[src/rtl/priority_encoder_pkg.sv]
// Shared definitions for the deserializer -> priority encoder chain.
// Both blocks take their default word width and length-field sizing from here.
package priority_encoder_pkg;

  localparam int DEFAULT_WIDTH = 5;

  function automatic int LEN_W(input int width);
    return $clog2(width + 1);
  endfunction

endpackage

[src/rtl/bit_deserializer.sv]
// Collects a valid-qualified serial bit stream into WIDTH-bit words.
// Supports a flush that closes a partial word zero-padded.
module bit_deserializer
  import priority_encoder_pkg::*;
#(
  parameter int WIDTH     = DEFAULT_WIDTH,
  parameter bit MSB_FIRST = 1'b1
) (
  input  logic                    clk_i,
  input  logic                    srst_i,
  input  logic                    data_i,
  input  logic                    data_val_i,
  input  logic                    flush_i,
  output logic [WIDTH-1:0]        deser_data_o,
  output logic                    deser_data_val_o,
  output logic [LEN_W(WIDTH)-1:0] deser_len_o,
  output logic                    busy_o
);

  localparam int LW = LEN_W(WIDTH);
  localparam int CW = $clog2(WIDTH);

  logic [WIDTH-1:0] r_shreg;
  logic [CW-1:0]    r_cnt;
  logic [WIDTH-1:0] r_data;
  logic             r_val;
  logic [LW-1:0]    r_len;

  logic [WIDTH-1:0] w_shreg_upd;
  logic [LW-1:0]    w_len_upd;
  logic [LW-1:0]    w_shamt;
  logic [WIDTH-1:0] w_word;
  logic             w_full;
  logic             w_emit;

  // The incoming bit is folded in first, so a simultaneous flush sees it.
  always_comb begin
    w_shreg_upd = r_shreg;
    w_len_upd   = LW'(r_cnt);
    if (data_val_i) begin
      if (MSB_FIRST) begin
        w_shreg_upd = {r_shreg[WIDTH-2:0], data_i};
      end else begin
        w_shreg_upd[r_cnt] = data_i;
      end
      w_len_upd = LW'(r_cnt) + LW'(1);
    end
    w_full  = (w_len_upd == LW'(WIDTH));
    w_emit  = w_full || (flush_i && (w_len_upd != '0));
    w_shamt = LW'(WIDTH) - w_len_upd;
    if (MSB_FIRST) begin
      w_word = w_shreg_upd << w_shamt;
    end else begin
      w_word = w_shreg_upd;
    end
  end

  always_ff @(posedge clk_i) begin
    if (srst_i) begin
      r_shreg <= '0;
      r_cnt   <= '0;
      r_data  <= '0;
      r_val   <= 1'b0;
      r_len   <= '0;
    end else begin
      r_val <= w_emit;
      if (w_emit) begin
        r_data  <= w_word;
        r_len   <= w_len_upd;
        r_shreg <= '0;
        r_cnt   <= '0;
      end else begin
        r_shreg <= w_shreg_upd;
        r_cnt   <= w_len_upd[CW-1:0];
      end
    end
  end

  assign deser_data_o     = r_data;
  assign deser_data_val_o = r_val;
  assign deser_len_o      = r_len;
  assign busy_o           = (r_cnt != '0);

endmodule
[config.mk]
export PLATFORM = sky130hd
export DESIGN_NAME = bit_deserializer
export DESIGN_NICKNAME = d
export VERILOG_FILES = /design/src/rtl/priority_encoder_pkg.sv /design/src/rtl/bit_deserializer.sv
export SDC_FILE = /design/constraint.sdc
export NUM_CORES = 1
export LEC_CHECK = 0
export CAP_MARGIN = 5
export CORE_UTILIZATION = 25
export CTS_CLUSTER_DIAMETER = 120
export DETAILED_ROUTE_END_ITERATION = 8
export SYNTH_ARGS = -nofsm -noshare
export SYNTH_HDL_FRONTEND = slang
export SYNTH_SLANG_ARGS = --single-unit
[constraint.sdc]
create_clock -name clk_i -period 2.55 [get_ports clk_i]
set_input_delay 0.765 -clock clk_i [delete_from_list [all_inputs] [get_ports clk_i]]
set_output_delay 0.765 -clock clk_i [all_outputs]
set_load 0.05 [all_outputs]
# Word level (Yosys, flattened, before mapping)
# Cells that the tools add are included.
dict set report totals {
  reg_bits 17
  in_bits 5
  out_inout_bits 10
  word_cells 16
}
dict set report op_classes {
  add_sub_neg 2
  eq_ne 1
  n_shift 1
  n_mux 2
  n_reduce_logical 5
}
# cell n
set op_table {}
lappend op_table {{3-bit nonzero test} 2}
lappend op_table {{5-bit two-way mux} 1}
lappend op_table {{5-bit by 3-bit left shift with 5-bit output} 1}
lappend op_table {{3-bit by 1-bit adder with 3-bit output (second input constant)} 1}
lappend op_table {{3-bit == test (second input constant)} 1}
lappend op_table {{3-bit two-way mux} 1}
lappend op_table {{3-bit subtractor (first input constant)} 1}
lappend op_table {{2-bit OR reduction} 1}
lappend op_table {{1-bit logical AND} 1}
lappend op_table {{1-bit logical OR} 1}

# Logic depth before layout (Yosys ltp)
# Gate-level depths: netlist of run 1.
dict set report depth {
  word_depth 6
  mapped_depth 11
  ltp_nobuf 9
}

# Least setup slack after synthesis of run 1
# No wires, ideal clock.
dict set report synth_path {
  kind {register to register}
  startpoint {register r_cnt[0]}
  endpoint {register r_data[1], in the netlist deser_data_o[1]}
  setup_time_ps 92
  arrival_ps 2358
  required_ps 2458
  slack_ps 100
  stages_incl_launch_ff 11
  n_path_buf 2
  synth_period_minus_slack_ps 2450
  cell_sequence {dfxtp_1 clkbuf_1 inv_1 ha_1 mux2_4 buf_2 inv_1 ha_1 a21oi_1 or3_4 o32ai_1}
}
dict set report synth_via {
  elab_chain_cells 5
  word_cells_on_any_way 8
  classes_between {add/sub (2); eq/ne (1); shift (1); mux (1); reduce/logical (3)}
}
# item line_no
set synth_rtl {}
lappend synth_rtl {{start: declaration} bit_deserializer.sv:24} ;# logic [CW-1:0] r_cnt;
lappend synth_rtl {{start signal: assignment} bit_deserializer.sv:74} ;# r_cnt <= w_len_upd[CW-1:0];
lappend synth_rtl {{3-bit by 1-bit adder with 3-bit output} bit_deserializer.sv:46} ;# w_len_upd = LW'(r_cnt) + LW'(1);
lappend synth_rtl {{3-bit two-way mux *} bit_deserializer.sv:40} ;# if (data_val_i) begin
lappend synth_rtl {{parallel branches: the longest is 3 deep, another holds 3-bit subtractor} --}
lappend synth_rtl {{end signal: assignment} bit_deserializer.sv:68} ;# r_data <= w_word;
lappend synth_rtl {{end: declaration} bit_deserializer.sv:25} ;# logic [WIDTH-1:0] r_data;
# Every way passes the cells marked *.
# A chain may end at the register's enable or synchronous reset.

# Worst setup path in the final report of run 1
dict set report layout_path {
  startpoint {input port data_val_i}
  endpoint {register r_data[1], in the netlist deser_data_o[1]}
}
dict set report layout_via {
  elab_chain_cells 4
  word_cells_on_any_way 8
  classes_between {add/sub (1); eq/ne (1); shift (1); mux (2); reduce/logical (3)}
}
# item line_no
set layout_rtl {}
lappend layout_rtl {{start: declaration} bit_deserializer.sv:12} ;# input logic data_val_i,
lappend layout_rtl {{parallel branches: the longest is 4 deep, another holds 3-bit subtractor} --}
# Several ways; the timed one is not identified.

==> results of run 1 <==
## placed cells by master (no fill, tap or decap), types with 3 or more instances in the layout
cell type        netlist  routed
a22o_1                 3       3
a21oi_1                7       7
nor2_1                 6       6
clkdlybuf4s50_1        0      13
inv_1                  7       7
nand2b_1               6       6
dfxtp_1               17      17
clkbuf_4               0       3
buf_4                  0      12
ha_1                   3       3
nand2_1                6       6
## sequential cells by signal, indices dropped and copies added, names as in the netlist
signal and count:
deser_data_o 5, deser_data_val_o 1, deser_len_o 3, r_cnt 3, r_shreg 5
## final timing paths
path                                start                           end  slack [ns]  cells past startpoint
max                            data_val_i  deser_data_o[1]$_SDFFE_PP0P_         0.1                      8
min          deser_data_o[0]$_SDFFE_PP0P_  deser_data_o[0]$_SDFFE_PP0P_        0.48                      1
min reg2reg  deser_data_o[0]$_SDFFE_PP0P_  deser_data_o[0]$_SDFFE_PP0P_        0.48                      1
max reg2reg           r_cnt[0]$_SDFF_PP0_  deser_data_o[1]$_SDFFE_PP0P_        0.47                      8
## what timing repair did
action | in CTS | in global routing
setup endpoints to repair | 0 | 1
gates resized for setup | 0 | 1
hold buffers | 0 | 0
## cell families after synthesis
group,share of synthesized area
compound gates,0.252
simple gates,0.178
flops,0.428
buf+inv,0.0551
fa+ha+maj,0.0472
xor+xnor,0.0205
mux,0.0189
## where the power goes
part	leakage [uW]	switching (uW)	internal, uW	total (uW)
clock network	0.0000177	88.5	58.6	147
logic	0.000270	97.0	79.1	176
registers	0.000138	6.53	276	282
## Yosys cell counts, drive strengths merged (3+ instances only)
library cell and count:
dfxtp 17, inv 8, a21oi 7, nand2 6, nand2b 6, nor2 6
a22o 3, ha 3, o32ai 3
## layer usage
metal / up-vias / part of all wire
met5: - / 0
met4: 0 / 0.0098
met3: 3 / 0.062
met2: 16 / 0.48
met1: 336 / 0.45
li1: 358 / -
## worst max-delay path: stages
cell	delay, ns
clkdlybuf4s50_1	0.48
buf_4	0.12
mux2_4	0.31
inv_1	0.08
ha_1	0.15
a21oi_1	0.10
or3_4	0.38
o32ai_1	0.28
## layout make-up
class,count,area (um2),area share
clock buffers,3,22.5,0.0203
inverters,8,30.0,0.0270
repair buffers,26,240,0.216
clock inverters,1,5.00,0.00450
multi-input cells,57,418,0.376
well taps,44,55.1,0.0495
flip-flops and latches,17,340,0.306
## through the flow
step                power (uW)  hold WS (ns)   util
global placement           461         0.458  0.355
CTS                        610         0.485  0.364
global route               639         0.501  0.367
floorplan                  393         0.454      -
finish                     606         0.478  0.367
detailed placement         463         0.461  0.355
==> results.json, run 1 <==
{
  "outcome": "finished clean",
  "die_area_um2": 3410,
  "yosys_warnings": 0,
  "max_slew.worst_pin.slew_ns": 0.500,
  "clock_skew_ns": 0.00541,
  "dp_hpwl_um": 1290,
  "area_growth_pct": 39.8,
  "final_area_um2": 1110,
  "p_per_area_nw_per_um2": 545,
  "grt_usage": 0.108,
  "top_usage_layer": "met2",
  "grt_pass1_wl_um": 2780,
  "root_buffer": "clkbuf_4",
  "synth_top_area_frac": 0.428,
  "drv_cap": 0,
  "hold_path_class": "reg2reg",
  "cts_num_sinks": 17,
  "maxSlewViolCount": 0,
  "grt_max_degree": 13,
  "first_pass_iters": 4,
  "overflow": 0,
  "drc": 0,
  "row_count": 20,
  "syn_nets": 93,
  "syn_inst": 85,
  "fp.dieW_um": 58.4,
  "max_clock_freq_mhz": 408,
  "antenna_found_initial": 0,
  "min_period_over_period": 0.962,
  "relSlewSlack": 0.666,
  "wl_um": 1630,
  "gp_congestion": 0.734,
  "placed_area_um2": 1080,
  "met2_usage": 0.181,
  "crit_fanout": 4,
  "grt_use_met3": 0.0440,
  "cts_max_level": 1,
  "initial_core_util": 0.262,
  "layout-drive-gt1-share": 0.232,
  "drtAntennaViolNets": 0,
  "path_clk_slew_ns": 0.10,
  "dp_slack_ns": -0.272,
  "wl_per_cell_um": 10.4,
  "met1_usage": 0.121,
  "num_antenna_cells": 0,
  "cts_buffer_depth": 2,
  "postCtsSetupBuffers": 0,
  "synth_seq_area_share": 0.428,
  "coreArea_um2": 3030,
  "vias_per_cell": 4.57,
  "synth_area_leaders": "dfxtp_1, ha_1, nand2b_1, a21oi_1, inv_1",
  "peakVddDrop_uv": 202,
  "layout.nets": 121,
  "cp-end-kind": "register",
  "fillers": 318,
  "crit_required_ns": 2.76,
  "path_class": "in2reg",
  "syn_area_per_cell_um2": 9.35,
  "layout_setup_ws_ns": 0.0968,
  "cp-start-kind": "input pin",
  "finalHoldViolations": 0,
  "vias": 713,
  "cellLeakagePower_uw": 0.000425,
  "finalWorstPathRequiredPeriod_ns": 2.45,
  "critPathArrivalTime_ns": 2.67,
  "dp_cells": 152,
  "fin_tns_setup_ns": 0,
  "rsz0062_at_grt": "no",
  "clock_latency_ns": 0.30,
  "synth_edf_count": 0,
  "port_buffers": 14,
  "io_pins": 15,
  "grt_pass1_vias": 660,
  "asyncSetResetFlopFracSynth": 0,
  "cts_tree": "built",
  "yosysTopAreaCell": "dfxtp_1",
  "ys_seq_elements": 17,
  "yosysUniqueCellTypes": 30,
  "synth_area_um2": 795,
  "cts_buffers": 3,
  "setup_viol": 0,
  "synth-main-ff-cell": "dfxtp_1",
  "drt_iter0_drc": 14,
  "die_h_um": 58.4,
  "fin_cells": 156
}
No activity file was read; power rests on OpenSTA's default activity.
==> run 2, diff against run 1 <==
Settings changed: CORE_MARGIN from default to 2.
==> run 2 against run 1 <==
  * Global-route usage fell by 0.30 points
  * Critical endpoint is now deser_data_o[2]$_SDFFE_PP0P_
  * Clock-buffer cell count is 1 higher
  * Clock power down 4%
  * Power decreased by 1.5%
==> results.json, run 2 (synthesized netlist as in run 1, its figures left out) <==
{
  "hold_path_class": "reg2reg",
  "final_common_cell": "dfxtp_1",
  "cts_buffer_depth": 2,
  "postCtsHoldBufs": 0,
  "wl_per_cell_um": 10.4,
  "layout_common_cells": "dfxtp_1, clkdlybuf4s50_1, buf_4",
  "root_buffer": "clkbuf_4",
  "fin_cells": 156,
  "total_power_uw": 596,
  "p_clk_frac": 0.237,
  "cp_slowest_cell": "clkdlybuf4s50_1",
  "cpPeakStageDelay_ns": 0.49,
  "cp-end-kind": "register",
  "grt_pass1_wl_um": 2820,
  "drc": 0,
  "internal_power_uw": 415,
  "clock_skew_ns": 0.00333,
  "cts_num_sinks": 17,
  "final_area_um2": 1100,
  "critPathBufInv": 3,
  "path_class": "in2reg",
  "area_growth_pct": 38.7,
  "die_h_um": 60.4,
  "swShare": 0.304,
  "switchingPower_uw": 181,
  "dp_cells": 152,
  "cts_tree": "built",
  "num_antenna_cells": 0,
  "drtAntennaViolNets": 0,
  "cts_resized": 0,
  "layout.nets": 121,
  "grt_pass1_vias": 647,
  "met3_wirelength_um": 94,
  "critPathArrivalTime_ns": 2.65,
  "cp-start-kind": "input pin",
  "max_clock_freq_mhz": 407,
  "cts_buffers": 3,
  "min_period_over_period": 0.964,
  "path_clk_slew_ns": 0.09,
  "p_per_area_nw_per_um2": 541,
  "fin_util": 0.364,
  "drv_cap": 0,
  "io_pins": 15,
  "port_buffers": 14,
  "coreArea_um2": 3030,
  "finalHoldViolations": 0,
  "cellLeakagePower_uw": 0.000421,
  "maxSlewViolCount": 0,
  "clock_latency_ns": 0.29,
  "gp_congestion": 0.729,
  "comb_power_share": 0.290,
  "wl_um": 1620,
  "cts_max_level": 1,
  "drt_iter0_drc": 16,
  "die_area_um2": 3650,
  "postCtsSetupBuffers": 0,
  "cp_cell_sequence": "clkdlybuf4s50_1 > buf_4 > mux2_4 > inv_1 > ha_1 > a21oi_1 > or3_4 > o32ai_1",
  "row_count": 20,
  "pwr-share-seq": 0.474,
  "crit_fanout": 4,
  "outcome": "finished clean",
  "setup_viol": 0,
  "dr.max_layer_used": "met4",
  "rsz0062_at_grt": "no",
  "fp.dieW_um": 60.4,
  "first_pass_iters": 5,
  "wl_met1_um": 769,
  "max_slew.worst_pin.slew_ns": 0.493,
  "crit_family": "buffers and inverters",
  "relSlewSlack": 0.670,
  "initial_core_util": 0.262,
  "crit_required_ns": 2.75,
  "wl_met2_um": 745,
  "placed_area_um2": 1080,
  "peakVddDrop_uv": 188,
  "finalWorstPathRequiredPeriod_ns": 2.46,
  "vias": 698,
  "overflow": 0,
  "vias_per_cell": 4.47,
  "grt_usage": 0.105,
  "grt_max_degree": 13,
  "fin_tns_setup_ns": 0,
  "dp_hpwl_um": 1300,
  "antenna_found_initial": 0,
  "layout-drive-gt1-share": 0.214
}
run 2: changes by cell type in the layout (fill, tap and decap cells not counted), sizes merged:
| cell | previous run | this run |
|---|---|---|
| clkbuf | 3 | 4 |
| clkinv | 1 | 0 |
run 2: area by class of cell:
| cell class | instances | area, um2 |
|---|---|---|
| fillers | 305 | 1930 |
| multi-input cells | 57 | 410 |
| flip-flops and latches | 17 | 340 |
| repair buffers | 26 | 240 |
| well taps | 44 | 55.1 |
| inverters | 8 | 30.0 |
| clock buffers | 4 | 26.3 |
run 2: power groups by stage:
stage | Combinational [uW] | Sequential, uW | Clock [uW]
2_1_floorplan | 82.4 | 310 | 0
3_3_place_gp | 172 | 289 | 0
3_5_place_dp | 174 | 289 | 0
4_1_cts | 174 | 283 | 148
5_1_grt | 189 | 284 | 160
6_report | 173 | 282 | 141
run 2: metrics by stage:
step | hold slack (ns) | setup WS [ns]
after detailed placement | 0.463 | -0.226
after CTS | 0.478 | 0.0825
after global placement | 0.459 | -0.187
final | 0.468 | 0.0929
after global routing | 0.502 | 0.00101
after floorplan | 0.454 | 0.0997
run 2: final timing paths:
path,slack (ns),startpoint,cells past startpoint,endpoint
max,0.09,data_val_i,8,deser_data_o[2]$_SDFFE_PP0P_
min,0.47,deser_data_o[1]$_SDFFE_PP0P_,2,deser_data_o[1]$_SDFFE_PP0P_
max reg2reg,0.49,r_cnt[0]$_SDFF_PP0_,8,deser_data_o[2]$_SDFFE_PP0P_
min reg2reg,0.47,deser_data_o[1]$_SDFFE_PP0P_,2,deser_data_o[1]$_SDFFE_PP0P_
run 2: worst min-delay path, delay by kind of cell, from the launching register on:
family / cells / cell delay, ns
buffers and inverters: 1 / 0.05
AO/OA/AOI/OAI: 1 / 0.06
flip-flops: 1 / 0.32
run 2: routing by layer:
layer / track usage / vias to the layer above
met4: 0.0286 / 0
met5: 0 / -
met1: 0.126 / 323
li1: - / 357
met3: 0.0469 / 4
met2: 0.171 / 14
==> run 3, diff against run 2 <==
--- a/config.mk
+++ b/config.mk
@@ -12,2 +12,3 @@
 export DETAILED_ROUTE_END_ITERATION = 8
+export DONT_BUFFER_PORTS = 1
 export SYNTH_ARGS = -nofsm -noshare
==> constraint.sdc (replaced) <==
create_clock -name clk_i -period 2.55 [get_ports clk_i]
set_input_delay 0.3825 -clock clk_i [delete_from_list [all_inputs] [get_ports clk_i]]
set_output_delay 0.3825 -clock clk_i [all_outputs]
set_load 0.05 [all_outputs]
==> run 3 against run 2 <==
  * Final cell count down 16%
  * Worst setup slack better by 0.36 ns
  * Register-to-register slack worse by 0.04 ns
  * First-iteration DRC count down 6.3%
  * Clock power about the same
  * Critical path depth unchanged
  * Largest power group unchanged
==> results.json, run 3 (synthesized netlist as in run 1, its figures left out) <==
{
  "root_buffer": "clkbuf_4",
  "gp_congestion": 0.839,
  "rsz0062_at_grt": "no",
  "max_slew.worst_pin.slew_ns": 0.524,
  "final_common_cell": "dfxtp_1",
  "layout-drive-gt1-share": 0.149,
  "clock_skew_ns": 0.00204,
  "postCtsSetupBuffers": 0,
  "cts_tree": "built",
  "hold_path_class": "in2reg",
  "min_period_over_period": 0.824,
  "dp_hpwl_um": 1160,
  "grt_usage": 0.0938,
  "row_count": 20,
  "crit_start": "r_cnt[0]$_SDFF_PP0_",
  "wl_per_cell_um": 11.2,
  "grt_pass1_vias": 582,
  "fin_tns_setup_ns": 0,
  "wl_um": 1460,
  "die_h_um": 60.4,
  "outcome": "finished clean",
  "vias": 603,
  "cts_num_sinks": 17,
  "area_growth_pct": 9.61,
  "drc": 0,
  "cts_buffer_depth": 2,
  "finalWorstPathRequiredPeriod_ns": 2.10,
  "io_pins": 15,
  "port_buffers": 0,
  "peakVddDrop_uv": 118,
  "num_antenna_cells": 0,
  "timing.hold.ws_ns": 0.231,
  "setup_viol": 0,
  "path_class": "reg2reg",
  "overflow": 0,
  "layout_common_cells": "dfxtp_1, inv_1, a21oi_1",
  "layout.nets": 96,
  "first_pass_iters": 3,
  "crit_required_ns": 2.74,
  "hp-start": "data_val_i",
  "drv_cap": 0,
  "die_area_um2": 3650,
  "maxSlewViolCount": 0,
  "cp-start-kind": "register",
  "cts_buffers": 3,
  "crit_fanout": 11,
  "drtAntennaViolNets": 0,
  "cts_max_level": 1,
  "postCtsHoldBufs": 0,
  "coreArea_um2": 3030,
  "grt_max_degree": 16,
  "vias_per_cell": 4.60,
  "cp-end-kind": "register",
  "rr_startpoint": "r_cnt[0]$_SDFF_PP0_",
  "finalHoldViolations": 0,
  "critPathArrivalTime_ns": 2.29,
  "max_clock_freq_mhz": 476,
  "drt_iter0_drc": 15,
  "cts_resized": 0,
  "path_clk_slew_ns": 0.10,
  "clock_latency_ns": 0.28,
  "cellLeakagePower_uw": 0.000315,
  "grt_pass1_wl_um": 2540,
  "fp.dieW_um": 60.4,
  "p_per_area_nw_per_um2": 621,
  "antenna_found_initial": 0,
  "relSlewSlack": 0.652,
  "initial_core_util": 0.262
}
[run 3: cell count changes in the layout (fill, tap and decap cells not counted), sizes merged]
cell           previous run  this run
buf                      13         1
clkbuf                    4         3
clkdlybuf4s50            13         0
clkinv                    0         1
[run 3: stage by stage]
stage | utilization | setup WS (ns) | area [um2] | cells | power (uW)
floorplan | - | 0.0997 | 795 | 85 | 393
global placement | 0.279 | 0.521 | 843 | 127 | 408
detailed placement | 0.279 | 0.484 | 843 | 127 | 409
CTS | 0.288 | 0.437 | 871 | 131 | 549
global route | 0.288 | 0.267 | 871 | 131 | 579
finish | 0.288 | 0.449 | 871 | 131 | 541
[run 3: worst max-delay path, cell delays in order, from the launching register on]
cell and delay [ns]:
dfxtp_1 0.37, inv_1 0.06, ha_1 0.28, mux2_4 0.32, inv_1 0.10, ha_1 0.15
a21oi_1 0.10, or3_4 0.37, o32ai_1 0.27
[run 3: power by group]
part	leakage, uW	internal, uW	switching, uW
logic	0.000159	36.6	61.1
clock network	0.0000177	58.2	81.0
registers	0.000138	276	28.4
total	0.000315	371	170
[run 3: area by class of cell]
cell class,instances,area [um2]
Fill cell,334,2160
Clock inverter,1,5.00
Timing Repair Buffer,1,7.51
Clock buffer,3,22.5
Multi-Input combinational cell,57,410
Sequential cell,17,340
Inverter,8,30.0
Tap cell,44,55.1
[run 3: path summary, 6_finish.rpt]
kind | to | slack, ns | cells past startpoint
worst max-delay path | deser_data_o[2]$_SDFFE_PP0P_ | 0.45 | 8
worst min-delay path | r_shreg[4]$_SDFF_PP0_ | 0.23 | 2
worst max register to register | deser_data_o[2]$_SDFFE_PP0P_ | 0.45 | 8
worst min register to register | r_shreg[4]$_SDFF_PP0_ | 0.49 | 2
[run 3: routing by layer]
metal  track usage  wire (um)  part of all wire
met5             0          0                 0
met4        0.0571         23             0.016
met3        0.0213         93             0.064
met2         0.155        682              0.47
met1         0.110        664              0.45
